--- src/rtl/arith_pkg.sv ---
// Shared types and default sizing for the digit-serial arithmetic blocks.
package arith_pkg;

    localparam int unsigned DefaultWidth = 16;
    localparam int unsigned DefaultDigit = 4;

    typedef enum logic {IDLE, RUN} serial_state_t;

endpackage

--- src/rtl/digit_adder.sv ---
// Combinational DIGIT-bit ripple adder; also exposes the carry into its top bit.
module digit_adder
    import arith_pkg::*;
#(
    parameter int unsigned DIGIT = DefaultDigit
) (
    input  logic [DIGIT-1:0] a_i,
    input  logic [DIGIT-1:0] b_i,
    input  logic             c_in_i,
    output logic [DIGIT-1:0] sum_o,
    output logic             c_out_o,
    output logic             c_msb_o
);

    logic [DIGIT:0] carry;

    assign carry[0] = c_in_i;

    for (genvar i = 0; i < DIGIT; i++) begin : gen_fa
        full_adder_1_bit u_fa (
            .a_i    (a_i[i]),
            .b_i    (b_i[i]),
            .c_in_i (carry[i]),
            .sum_o  (sum_o[i]),
            .c_out_o(carry[i+1])
        );
    end

    assign c_out_o = carry[DIGIT];
    assign c_msb_o = carry[DIGIT-1];

endmodule

--- src/rtl/full_adder_1_bit.sv ---
// Single-bit full adder cell used to build the digit ripple chain.
module full_adder_1_bit (
    input  logic a_i,
    input  logic b_i,
    input  logic c_in_i,
    output logic sum_o,
    output logic c_out_o
);

    logic p;

    assign p       = a_i ^ b_i;
    assign sum_o   = p ^ c_in_i;
    assign c_out_o = (a_i & b_i) | (c_in_i & p);

endmodule

--- src/rtl/digit_serial_adder.sv ---
// Multi-cycle adder/subtractor: DIGIT bits per clock, LSD first, carry held between cycles.
module digit_serial_adder
    import arith_pkg::*;
#(
    parameter int unsigned WIDTH = DefaultWidth,
    parameter int unsigned DIGIT = DefaultDigit
) (
    input  logic             clk_i,
    input  logic             rst_ni,
    input  logic             start_i,
    input  logic             sub_i,
    input  logic [WIDTH-1:0] a_i,
    input  logic [WIDTH-1:0] b_i,
    input  logic             c_in_i,
    output logic             busy_o,
    output logic             done_o,
    output logic [WIDTH-1:0] sum_o,
    output logic             c_out_o,
    output logic             overflow_o
);

    localparam int unsigned NDIG = WIDTH / DIGIT;
    localparam int unsigned CntW = (NDIG > 1) ? $clog2(NDIG) : 1;
    localparam logic [CntW-1:0] LastCnt = CntW'(NDIG - 1);

    if (DIGIT < 1 || DIGIT > WIDTH || (WIDTH % DIGIT) != 0) begin : gen_param_check
        $error("digit_serial_adder: WIDTH must be a positive multiple of DIGIT");
    end

    serial_state_t   state_q, state_d;
    logic [CntW-1:0] cnt_q, cnt_d;
    logic [WIDTH-1:0] a_q, a_d, b_q, b_d, res_q, res_d;
    logic             carry_q, carry_d;
    logic [WIDTH-1:0] sum_q, sum_d;
    logic             c_out_q, c_out_d, ovf_q, ovf_d, done_q, done_d;

    logic [DIGIT-1:0] dig_sum;
    logic             dig_cout, dig_cmsb;
    logic [WIDTH-1:0] res_next;

    digit_adder #(
        .DIGIT(DIGIT)
    ) u_digit_adder (
        .a_i    (a_q[DIGIT-1:0]),
        .b_i    (b_q[DIGIT-1:0]),
        .c_in_i (carry_q),
        .sum_o  (dig_sum),
        .c_out_o(dig_cout),
        .c_msb_o(dig_cmsb)
    );

    // New digit enters at the top; after NDIG shifts the word is aligned.
    assign res_next = WIDTH'({dig_sum, res_q} >> DIGIT);

    always_comb begin
        state_d = state_q;
        cnt_d   = cnt_q;
        a_d     = a_q;
        b_d     = b_q;
        res_d   = res_q;
        carry_d = carry_q;
        sum_d   = sum_q;
        c_out_d = c_out_q;
        ovf_d   = ovf_q;
        done_d  = 1'b0;
        unique case (state_q)
            IDLE: begin
                if (start_i) begin
                    state_d = RUN;
                    a_d     = a_i;
                    b_d     = sub_i ? ~b_i : b_i;
                    carry_d = sub_i ? 1'b1 : c_in_i;
                    cnt_d   = '0;
                end
            end
            RUN: begin
                a_d     = a_q >> DIGIT;
                b_d     = b_q >> DIGIT;
                res_d   = res_next;
                carry_d = dig_cout;
                cnt_d   = cnt_q + CntW'(1);
                if (cnt_q == LastCnt) begin
                    state_d = IDLE;
                    sum_d   = res_next;
                    c_out_d = dig_cout;
                    ovf_d   = dig_cmsb ^ dig_cout;
                    done_d  = 1'b1;
                end
            end
            default: state_d = IDLE;
        endcase
    end

    always_ff @(posedge clk_i or negedge rst_ni) begin
        if (!rst_ni) begin
            state_q <= IDLE;
            cnt_q   <= '0;
            a_q     <= '0;
            b_q     <= '0;
            res_q   <= '0;
            carry_q <= 1'b0;
            sum_q   <= '0;
            c_out_q <= 1'b0;
            ovf_q   <= 1'b0;
            done_q  <= 1'b0;
        end else begin
            state_q <= state_d;
            cnt_q   <= cnt_d;
            a_q     <= a_d;
            b_q     <= b_d;
            res_q   <= res_d;
            carry_q <= carry_d;
            sum_q   <= sum_d;
            c_out_q <= c_out_d;
            ovf_q   <= ovf_d;
            done_q  <= done_d;
        end
    end

    assign busy_o     = (state_q == RUN);
    assign done_o     = done_q;
    assign sum_o      = sum_q;
    assign c_out_o    = c_out_q;
    assign overflow_o = ovf_q;

endmodule

--- config.mk ---
export PLATFORM = sky130hd
export DESIGN_NAME = digit_serial_adder
export DESIGN_NICKNAME = d
export VERILOG_FILES = /design/src/rtl/arith_pkg.sv /design/src/rtl/digit_adder.sv /design/src/rtl/full_adder_1_bit.sv /design/src/rtl/digit_serial_adder.sv
export SDC_FILE = /design/constraint.sdc
export NUM_CORES = 1
export LEC_CHECK = 0
export BUFFER_PORTS_ARGS = -buffer_cell sky130_fd_sc_hd__buf_2
export CORE_ASPECT_RATIO = 1.75
export CORE_UTILIZATION = 50
export DETAILED_ROUTE_END_ITERATION = 10
export GPL_ROUTABILITY_DRIVEN = 0
export HOLD_SLACK_MARGIN = 0.08
export PLACE_DENSITY_LB_ADDON = 0.12
export SYNTH_ARGS = -nofsm -noshare
export SYNTH_HDL_FRONTEND = slang
export SYNTH_SLANG_ARGS = --single-unit
--- constraint.sdc ---
create_clock -name clk_i -period 2.3 [get_ports clk_i]
set_input_delay 0.23 -clock clk_i [delete_from_list [all_inputs] [get_ports clk_i]]
set_output_delay 0.23 -clock clk_i [all_outputs]
set_load 0.02 [all_outputs]
==> impl_metrics.csv, run 1 <==
group,metric,value,unit
run_status,status,"complete, no violations",
final_layout,drive_above_1_share,38.8,%
route,num_vias,1946,
final_layout,area_growth,17.0,%
power,finalPower,0.00455,W
setup_path,start_kind,"flop",
synth,avgSynthCellArea,12.8,sq um
setup_path,worstPathRequired,2.52,ns
setup_path,cp_common_cell,"fa_2",
route,ant_nets,0,
die,design.core.area,0.00593,sq mm
clocking,h-tree-depth,3,
synth,synth_top_cell_by_area,"dfrtp_1",
place,placed_cells,365,
global_routing,grt_usage,18.4,%
global_routing,grt_pass1_vias,1862,
synth,ys_seq_area_share,53.9,%
synth,synth.top_cells.by_area,"dfrtp_1 (54%), mux2_2 (6.9%), mux2i_1 (6.1%)",
place,placed_cell_area,0.00340,sq mm
route,wl_per_cell,13.6,um
global_routing,gr-total-overflow,0,
global_routing,grt_pass1_wl,8.69,mm
timing,skew,0.00710,ns
clocking,cts_max_path_buffers,2,
setup_path,critPathMaxFanout,3,
final_layout,nNetsFinal,344,
timing,post-route-period-util,96.8,%
power,p_leak,1.79,nW
setup_path,cp.arrival,2.44,ns
route,drt_first_pass_iters,4,
die,die_area,0.00656,sq mm
timing,slew_headroom,69.6,%
timing,finalHoldViolCount,0,
timing,whs,0.130,ns
die,ios,57,
setup_path,path_cells,"inv_1, fa_2, inv_2, fa_2, fa_2, inv_1, fa_2, xnor2_1, mux2_2",
global_routing,grt_max_degree,68,
synth,synth_top_area_share,53.9,%
clocking,clock_latency,0.34,ns
route,wl,5.26,mm
final_layout,final_area,0.00364,sq mm
setup_path,path_buf_inv,3,
global_routing,antenna_found_initial,0,
setup_path,slowest_delay,0.41,ns
synth,synth_nets,286,
setup_path,crit_family,"adder cells",
clocking,root_buffer,"clkbuf_8",
route,drcViolationCount,0,
setup_path,cpMaxStageDelayCell,"fa_2",
setup_path,end_kind,"flop",
die,rows,37,
job,cap_viol_max_count,0,
setup_path,path_class,"flop to flop",
timing,finalSetupViolCount,0,
synth,ys_ff_latch,67,
clocking,path_clk_slew,0.07,ns
power,powerDensity,1250,mW/mm^2
clocking,cts_made_buffers,9,
timing,slew_violations,0,
route,initialDrtViolationCount,44,
synth,syn-cell-area,0.00311,sq mm
synth,synth_cells,244,
hold_path,worst_hold_path_type,"input port to flop",
place,io_buffers,56,
clocking,cts_tree,"built",
synth,ys_types,33,
synth,yosys_warnings,0,
place,hpwl,3.54,mm
route,viasPerCell,5.05,
final_layout,n_fill_cell,559,
final_layout,diodes,0,
die,start_util,52.5,%
timing,fmax,0.449,GHz
die,die_w,61.6,um
final_layout,stdcell_count,385,
clocking,cts.sinks,67,
die,die_h,106,um
timing,tightestPinTransition,0.457,ns
timing,fin_crit,2.23,ns
power,vdd_drop_max,0.551,mV
-- power breakdown --
part           switching (W)  leakage [nW]  internal, W  total (W)
logic               0.000811         0.832     0.000831    0.00164
clock network       0.000422        0.0991     0.000525   0.000946
registers           0.000296         0.863      0.00166    0.00196
total                0.00153          1.79      0.00302    0.00455
-- per-stage QoR --
stage	setup WS, ns	util [%]	TNS [ns]
final	0.0739	61.4	0
after global routing	-0.00789	61.4	-0.00794
after CTS	0.0658	61.0	0
after detailed placement	0.0129	57.4	0
after floorplan	0.145	-	0
after global placement	0.0638	57.4	0
-- layout by cell type, fill, tap and decap left out, types with 2 or more instances in the layout --
cell type / netlist / layout
o21ai_1: 1 / 2
mux2_2: 19 / 19
dfrtp_1: 67 / 66
fa_2: 0 / 4
xnor2_1: 13 / 13
a221o_1: 4 / 4
mux2_4: 6 / 6
or3b_2: 2 / 2
buf_4: 1 / 4
clkinv_2: 0 / 3
mux2i_1: 19 / 19
and2_0: 4 / 4
buf_2: 6 / 56
o211ai_1: 2 / 2
or3b_1: 7 / 7
o211ai_2: 6 / 6
xor2_1: 4 / 4
buf_12: 0 / 2
nand2b_1: 3 / 3
inv_1: 12 / 9
clkbuf_8: 0 / 10
inv_2: 0 / 3
o21ai_0: 14 / 13
a211oi_1: 4 / 4
nand2_1: 20 / 20
nor2_1: 9 / 9
-- kinds of logic after synthesis --
family,synth area share (%)
muxes,15.9
xor gates and xnor gates,4.78
adders and majority gates,2.98
and+or+nand+nor,8.24
buffers and inverters,5.79
AOI/OAI and AO/OA,8.44
DFF,53.9
-- state kept, by name, indices dropped and copies added (netlist names), 2 cells and up --
| signal | flops |
|---|---|
| a_q | 16 |
| b_q | 16 |
| cnt_q | 2 |
| res_q | 12 |
| sum_o | 16 |
-- area by class of cell --
type                    count  area, sq um  area share, %
clock buffers              11          141           3.88
flip-flops and latches     67         1680           46.1
well taps                  78         97.6           2.68
repair buffers             63          360           9.90
clock inverters             5         52.6           1.44
inverters                  12         45.0           1.24
multi-input cells         149         1260           34.8
-- path summary, 6_finish.rpt --
check	start	to	slack, ns	cells after the start
setup / recovery	a_q[0]	overflow_o	0.07	9
hold / removal	a_i[14]	a_q[14]	0.13	3
setup reg to reg	a_q[0]	overflow_o	0.07	9
hold reg to reg	cnt_q[0]	cnt_q[0]	0.47	1
max in group asynchronous	rst_ni	b_q[9]	1.56	3
min in group asynchronous	rst_ni	sum_o[4]	0.43	3
-- worst min-delay path, cell delays in order --
cell and delay, ns:
buf_2 0.07, mux2i_1 0.05, nor2_1 0.07
-- metal layers --
layer	GRT usage (%)	vias up	part of all wire, %
met5	0	-	0
met4	9.37	0	2.7
met3	4.99	13	4.2
met2	27.6	46	50
met1	23.6	941	43
li1	-	946	-
-- repair_timing --
| item | 4_1_cts | 5_1_grt |
|---|---|---|
| setup endpoints to repair | 1 | 2 |
| pin swaps | 0 | 5 |
| cloned | 0 | 0 |
| resized for setup | 2 | 6 |
| hold buffers | 1 | 0 |
| hold endpoints to repair | 67 | 0 |
| setup buffers | 0 | 3 |
-- synthesized netlist by cell type, drive strengths merged --
cell type / n
a211oi: 4
a21oi: 1
a221o: 4
a22o: 1
and2: 4
buf: 15
clkbuf: 1
dfrtp: 67
fa: 4
ha: 1
inv: 12
mux2: 25
mux2i: 19
nand2: 21
nand2b: 3
nor2: 9
nor2b: 1
nor3b: 1
o211ai: 8
o21ai: 15
o21bai: 1
o22ai: 1
or3b: 9
xnor2: 13
xor2: 4
No activity file was read; power rests on OpenSTA's default activity.
==> inputs of run 2 (changes only) <==
--- a/config.mk
+++ b/config.mk
@@ -6,12 +6,15 @@
 export NUM_CORES = 1
 export LEC_CHECK = 0
 export BUFFER_PORTS_ARGS = -buffer_cell sky130_fd_sc_hd__buf_2
+export CELL_PAD_IN_SITES_DETAIL_PLACEMENT = 1
+export CELL_PAD_IN_SITES_GLOBAL_PLACEMENT = 1
 export CORE_ASPECT_RATIO = 1.75
-export CORE_UTILIZATION = 50
+export CORE_UTILIZATION = 40
 export DETAILED_ROUTE_END_ITERATION = 10
 export GPL_ROUTABILITY_DRIVEN = 0
 export HOLD_SLACK_MARGIN = 0.08
 export PLACE_DENSITY_LB_ADDON = 0.12
+export SKIP_LAST_GASP = 1
 export SYNTH_ARGS = -nofsm -noshare
 export SYNTH_HDL_FRONTEND = slang
 export SYNTH_SLANG_ARGS = --single-unit
==> impl_metrics.csv, run 2 (synthesized netlist as in run 1, its figures left out) <==
group,metric,value,unit
run_status,status,"complete, no violations",
timing,slew_headroom,67.4,%
power,powerDensity,1300,mW/mm^2
final_layout,multi_input_area,0.00126,sq mm
job,cap_viol_max_count,0,
timing,tightestPinTransition,0.490,ns
clocking,cts_tree,"built",
global_routing,antenna_found_initial,0,
final_layout,final_area,0.00371,sq mm
timing,finalSetupViolCount,0,
final_layout,mostFrequentLayoutCells,"dfrtp_1 (66), buf_2 (56), nand2_1 (20)",
timing,fin_crit,2.23,ns
setup_path,cpMaxStageDelayCell,"fa_2",
global_routing,grt_usage,17.0,%
die,die_w,68.7,um
power,p_leak,1.82,nW
die,die_h,119,um
place,placed_cell_area,0.00341,sq mm
die,die_area,0.00815,sq mm
global_routing,grt_pass1_wl,10.0,mm
timing,skew,0.00361,ns
final_layout,regArea,0.00168,sq mm
clocking,clock_latency,0.32,ns
setup_path,worstPathRequired,2.51,ns
setup_path,cp.arrival,2.44,ns
final_layout,nNetsFinal,345,
timing,fmax,0.448,GHz
route,dr_wl_met3,261,um
final_layout,n_fill_cell,807,
clocking,path_clk_slew,0.05,ns
setup_path,path_cells,"inv_2, fa_2, inv_2, fa_2, fa_2, inv_2, fa_2, xnor2_1, mux2_2",
route,wl_per_cell,15.2,um
route,num_vias,1964,
setup_path,cp_common_cell,"fa_2",
route,wl_met1,2.57,mm
global_routing,grt_max_degree,68,
setup_path,end_kind,"flop",
place,io_buffers,56,
final_layout,diodes,0,
route,top_layer,"met4",
setup_path,crit_family,"adder cells",
timing,finalHoldViolCount,0,
setup_path,path_class,"flop to flop",
route,wl_met2,3.02,mm
global_routing,gr-total-overflow,0,
setup_path,path_buf_inv,3,
setup_path,critPathMaxFanout,3,
route,initialDrtViolationCount,44,
die,ios,57,
power,finalPower,0.00483,W
clocking,h-tree-depth,3,
clocking,cts_max_path_buffers,2,
final_layout,area_growth,19.3,%
die,rows,42,
final_layout,mostFrequentLayoutCell,"dfrtp_1",
route,drcViolationCount,0,
die,design.core.area,0.00757,sq mm
clocking,root_buffer,"clkbuf_16",
route,ant_nets,0,
hold_path,worst_hold_path_type,"input port to flop",
clocking,cts_made_buffers,9,
route,drt_first_pass_iters,4,
clocking,cts.sinks,67,
timing,slew_violations,0,
power,vdd_drop_max,0.644,mV
route,viasPerCell,5.00,
die,start_util,41.1,%
setup_path,slowest_delay,0.41,ns
final_layout,drive_above_1_share,38.4,%
place,hpwl,4.00,mm
setup_path,start_kind,"flop",
timing,post-route-period-util,97.1,%
global_routing,grt_pass1_vias,2106,
route,wl,5.98,mm
run 2: changes by cell type in the layout (fill, tap and decap cells not counted), sizes merged:
| cell | delta |
|---|---|
| bufinv | -1 |
| clkinvlp | -1 |
| clkbuf | +2 |
| buf | +1 |
| clkinv | -3 |
run 2: final timing paths:
| path | start | endpoint | slack (ns) | cells after the start |
|---|---|---|---|---|
| setup / recovery | carry_q | overflow_o | 0.07 | 9 |
| hold / removal | a_i[12] | a_q[12] | 0.15 | 3 |
| setup reg to reg | carry_q | overflow_o | 0.07 | 9 |
| hold reg to reg | cnt_q[0] | cnt_q[0] | 0.47 | 1 |
| max in group asynchronous | rst_ni | b_q[1] | 1.53 | 3 |
| min in group asynchronous | rst_ni | sum_o[4] | 0.45 | 3 |
run 2: layer usage:
layer	global-route usage, %	up-vias
met2	26.7	51
met4	8.46	0
li1	-	954
met5	0	-
met1	20.4	949
met3	4.92	10
run 2: worst register-to-register path, cell delays in order, from the launching register on:
cell     delay, ns
dfrtp_1       0.38
inv_2         0.07
fa_2          0.20
inv_2         0.04
fa_2          0.39
fa_2          0.41
inv_2         0.07
fa_2          0.23
xnor2_1       0.08
mux2_2        0.26
run 2: through the flow:
stage	cells	TNS [ns]	hold WS, ns	setup slack [ns]	utilization, %
after floorplan	244	0	-0.0656	0.145	-
after global placement	376	0	0.284	0.0496	45.1
after detailed placement	376	-0.00522	0.282	-0.00522	45.1
after CTS	390	0	0.147	0.0365	48.7
after global routing	393	-0.0210	0.166	-0.0210	49.1
final	393	0	0.154	0.0674	49.1
run 2: timing repair:
action	CTS	global route
cloned	0	0
pin swaps	0	4
gates resized for setup	1	8
endpoints found under the setup margin	1	3
setup buffers	0	3
endpoints found under the hold margin	67	0
hold buffers	1	0
run 2: cell type report:
cell class                      instances  share of cell area (%)
Timing Repair Buffer                   64                    9.57
Inverter                               12                    1.21
Clock buffer                           13                    7.01
Multi-Input combinational cell        149                    34.1
Tap cell                               88                    2.96
Sequential cell                        67                    45.2
run 2: report_power, final:
group | internal [W] | switching [W] | total (W)
sequential | 0.00167 | 0.000296 | 0.00196
combinational | 0.000824 | 0.000830 | 0.00165
clock | 0.000769 | 0.000439 | 0.00121
total | 0.00326 | 0.00157 | 0.00483
==> inputs of run 3 (changes only) <==
--- a/config.mk
+++ b/config.mk
@@ -10,11 +10,13 @@
 export CELL_PAD_IN_SITES_GLOBAL_PLACEMENT = 1
 export CORE_ASPECT_RATIO = 1.75
 export CORE_UTILIZATION = 40
+export CTS_BUF_LIST = sky130_fd_sc_hd__clkbuf_8 sky130_fd_sc_hd__clkbuf_16
 export DETAILED_ROUTE_END_ITERATION = 10
 export GPL_ROUTABILITY_DRIVEN = 0
 export HOLD_SLACK_MARGIN = 0.08
 export PLACE_DENSITY_LB_ADDON = 0.12
 export SKIP_LAST_GASP = 1
+export SLEW_MARGIN = 20
 export SYNTH_ARGS = -nofsm -noshare
 export SYNTH_HDL_FRONTEND = slang
 export SYNTH_SLANG_ARGS = --single-unit
==> impl_metrics.csv, run 3 (synthesized netlist as in run 1, its figures left out) <==
group,metric,value,unit
clocking,cts.sinks,67,
setup_path,path_class,"flop to flop",
power,vdd_drop_max,0.644,mV
timing,fmax,0.448,GHz
die,rows,42,
timing,skew,0.00373,ns
die,design.core.area,0.00757,sq mm
timing,slew_headroom,67.4,%
run_status,status,"complete, no violations",
final_layout,mostFrequentLayoutCells,"dfrtp_1 (66), buf_2 (56), nand2_1 (20)",
setup_path,rrSetupSlack,0.07,ns
clocking,root_buffer,"clkbuf_16",
place,io_buffers,56,
timing,tightestPinTransition,0.490,ns
hold_path,worst_hold_path_type,"input port to flop",
global_routing,grt_max_degree,68,
die,start_util,41.1,%
clocking,cts_max_path_buffers,2,
global_routing,antenna_found_initial,0,
die,die_area,0.00815,sq mm
final_layout,multi_input_area,0.00126,sq mm
route,viasPerCell,5.00,
final_layout,stdcell_count,393,
clocking,path_clk_slew,0.05,ns
route,wl_per_cell,15.2,um
timing,fin_crit,2.23,ns
final_layout,drive_above_1_share,38.4,%
place,placed_cells,376,
power,powerDensity,1300,mW/mm^2
setup_path,end_kind,"flop",
global_routing,grt_usage,17.0,%
setup_path,reg2reg_depth,9,
route,ant_nets,0,
setup_path,cp.arrival,2.44,ns
power,p_leak,1.83,nW
place,post-place-ws,-0.00522,ns
setup_path,reg2reg_to,"overflow_o",
final_layout,diodes,0,
route,num_vias,1964,
clocking,clock_latency,0.32,ns
timing,slew_violations,0,
die,ios,57,
route,wl,5.98,mm
timing,fin_ws,0.0674,ns
timing,post-route-period-util,97.1,%
timing,whs,0.154,ns
clocking,cts_tree,"built",
setup_path,critPathMaxFanout,3,
setup_path,r2r_start,"carry_q",
place,hpwl,4.00,mm
hold_path,whs_path_depth,3,
timing,finalSetupViolCount,0,
final_layout,mostFrequentLayoutCell,"dfrtp_1",
clocking,cts_made_buffers,9,
setup_path,start_kind,"flop",
final_layout,regArea,0.00168,sq mm
die,die_h,119,um
hold_path,min_from,"a_i[12]",
global_routing,grt_pass1_wl,10.0,mm
hold_path,hold-path-endpoint,"a_q[12]",
route,drt_first_pass_iters,4,
final_layout,area_growth,19.3,%
setup_path,worstPathRequired,2.51,ns
final_layout,nNetsFinal,345,
route,drcViolationCount,0,
final_layout,n_fill_cell,807,
job,cap_viol_max_count,0,
global_routing,gr-total-overflow,0,
die,die_w,68.7,um
timing,finalHoldViolCount,0,
global_routing,grt_pass1_vias,2106,
route,initialDrtViolationCount,45,
clocking,h-tree-depth,3,
-- run 3: changes by cell type in the layout (fill, tap and decap cells not counted), sizes merged --
cell	change
inv	+2
clkbuf	-2
-- run 3: where the power goes --
group	internal [W]	leakage, nW	switching (W)
clock network	0.000760	0.136	0.000440
logic	0.000824	0.829	0.000830
registers	0.00167	0.863	0.000296
total	0.00325	1.83	0.00157
-- run 3: final cells by class --
class / count / area share, %
flip-flops and latches: 67 / 45.2
clock inverters: 2 / 0.202
well taps: 88 / 2.96
repair buffers: 64 / 9.57
inverters: 12 / 1.21
clock buffers: 11 / 6.81
multi-input cells: 149 / 34.1
-- run 3: worst max path at each step --
stage | start | to
after detailed placement | carry_q | overflow_o
after floorplan | carry_q | overflow_o
final | carry_q | overflow_o
after global routing | carry_q | overflow_o
after CTS | carry_q | res_q[15]
after global placement | carry_q | overflow_o
-- run 3: critical path: stages, from the launching register on --
cell	delay, ns
dfrtp_1	0.38
inv_2	0.07
fa_2	0.20
inv_2	0.04
fa_2	0.39
fa_2	0.41
inv_2	0.07
fa_2	0.23
xnor2_1	0.08
mux2_2	0.26
-- run 3: layer usage --
layer	wire length, um	vias up	global-route usage, %
li1	-	954	-
met1	2570	949	20.4
met2	3020	51	26.7
met3	261	10	4.92
met4	127	0	8.46
met5	0	-	0
-- run 3: through the flow --
stage / cell area, sq um / power [W] / TNS [ns] / utilization [%]
2_1_floorplan: 3110 / 0.00319 / 0 / -
3_3_place_gp: 3410 / 0.00356 / 0 / 45.1
3_5_place_dp: 3410 / 0.00363 / -0.00522 / 45.1
4_1_cts: 3680 / 0.00487 / 0 / 48.7
5_1_grt: 3710 / 0.00519 / -0.0210 / 49.1
6_report: 3710 / 0.00482 / 0 / 49.1
-- run 3: what timing repair did --
| item | in CTS | in global routing |
|---|---|---|
| hold buffers | 1 | 0 |
| hold endpoints to repair | 67 | 0 |
| pin swaps | 0 | 4 |
| resized for setup | 1 | 8 |
| setup buffers | 0 | 3 |
| endpoints found under the setup margin | 1 | 3 |
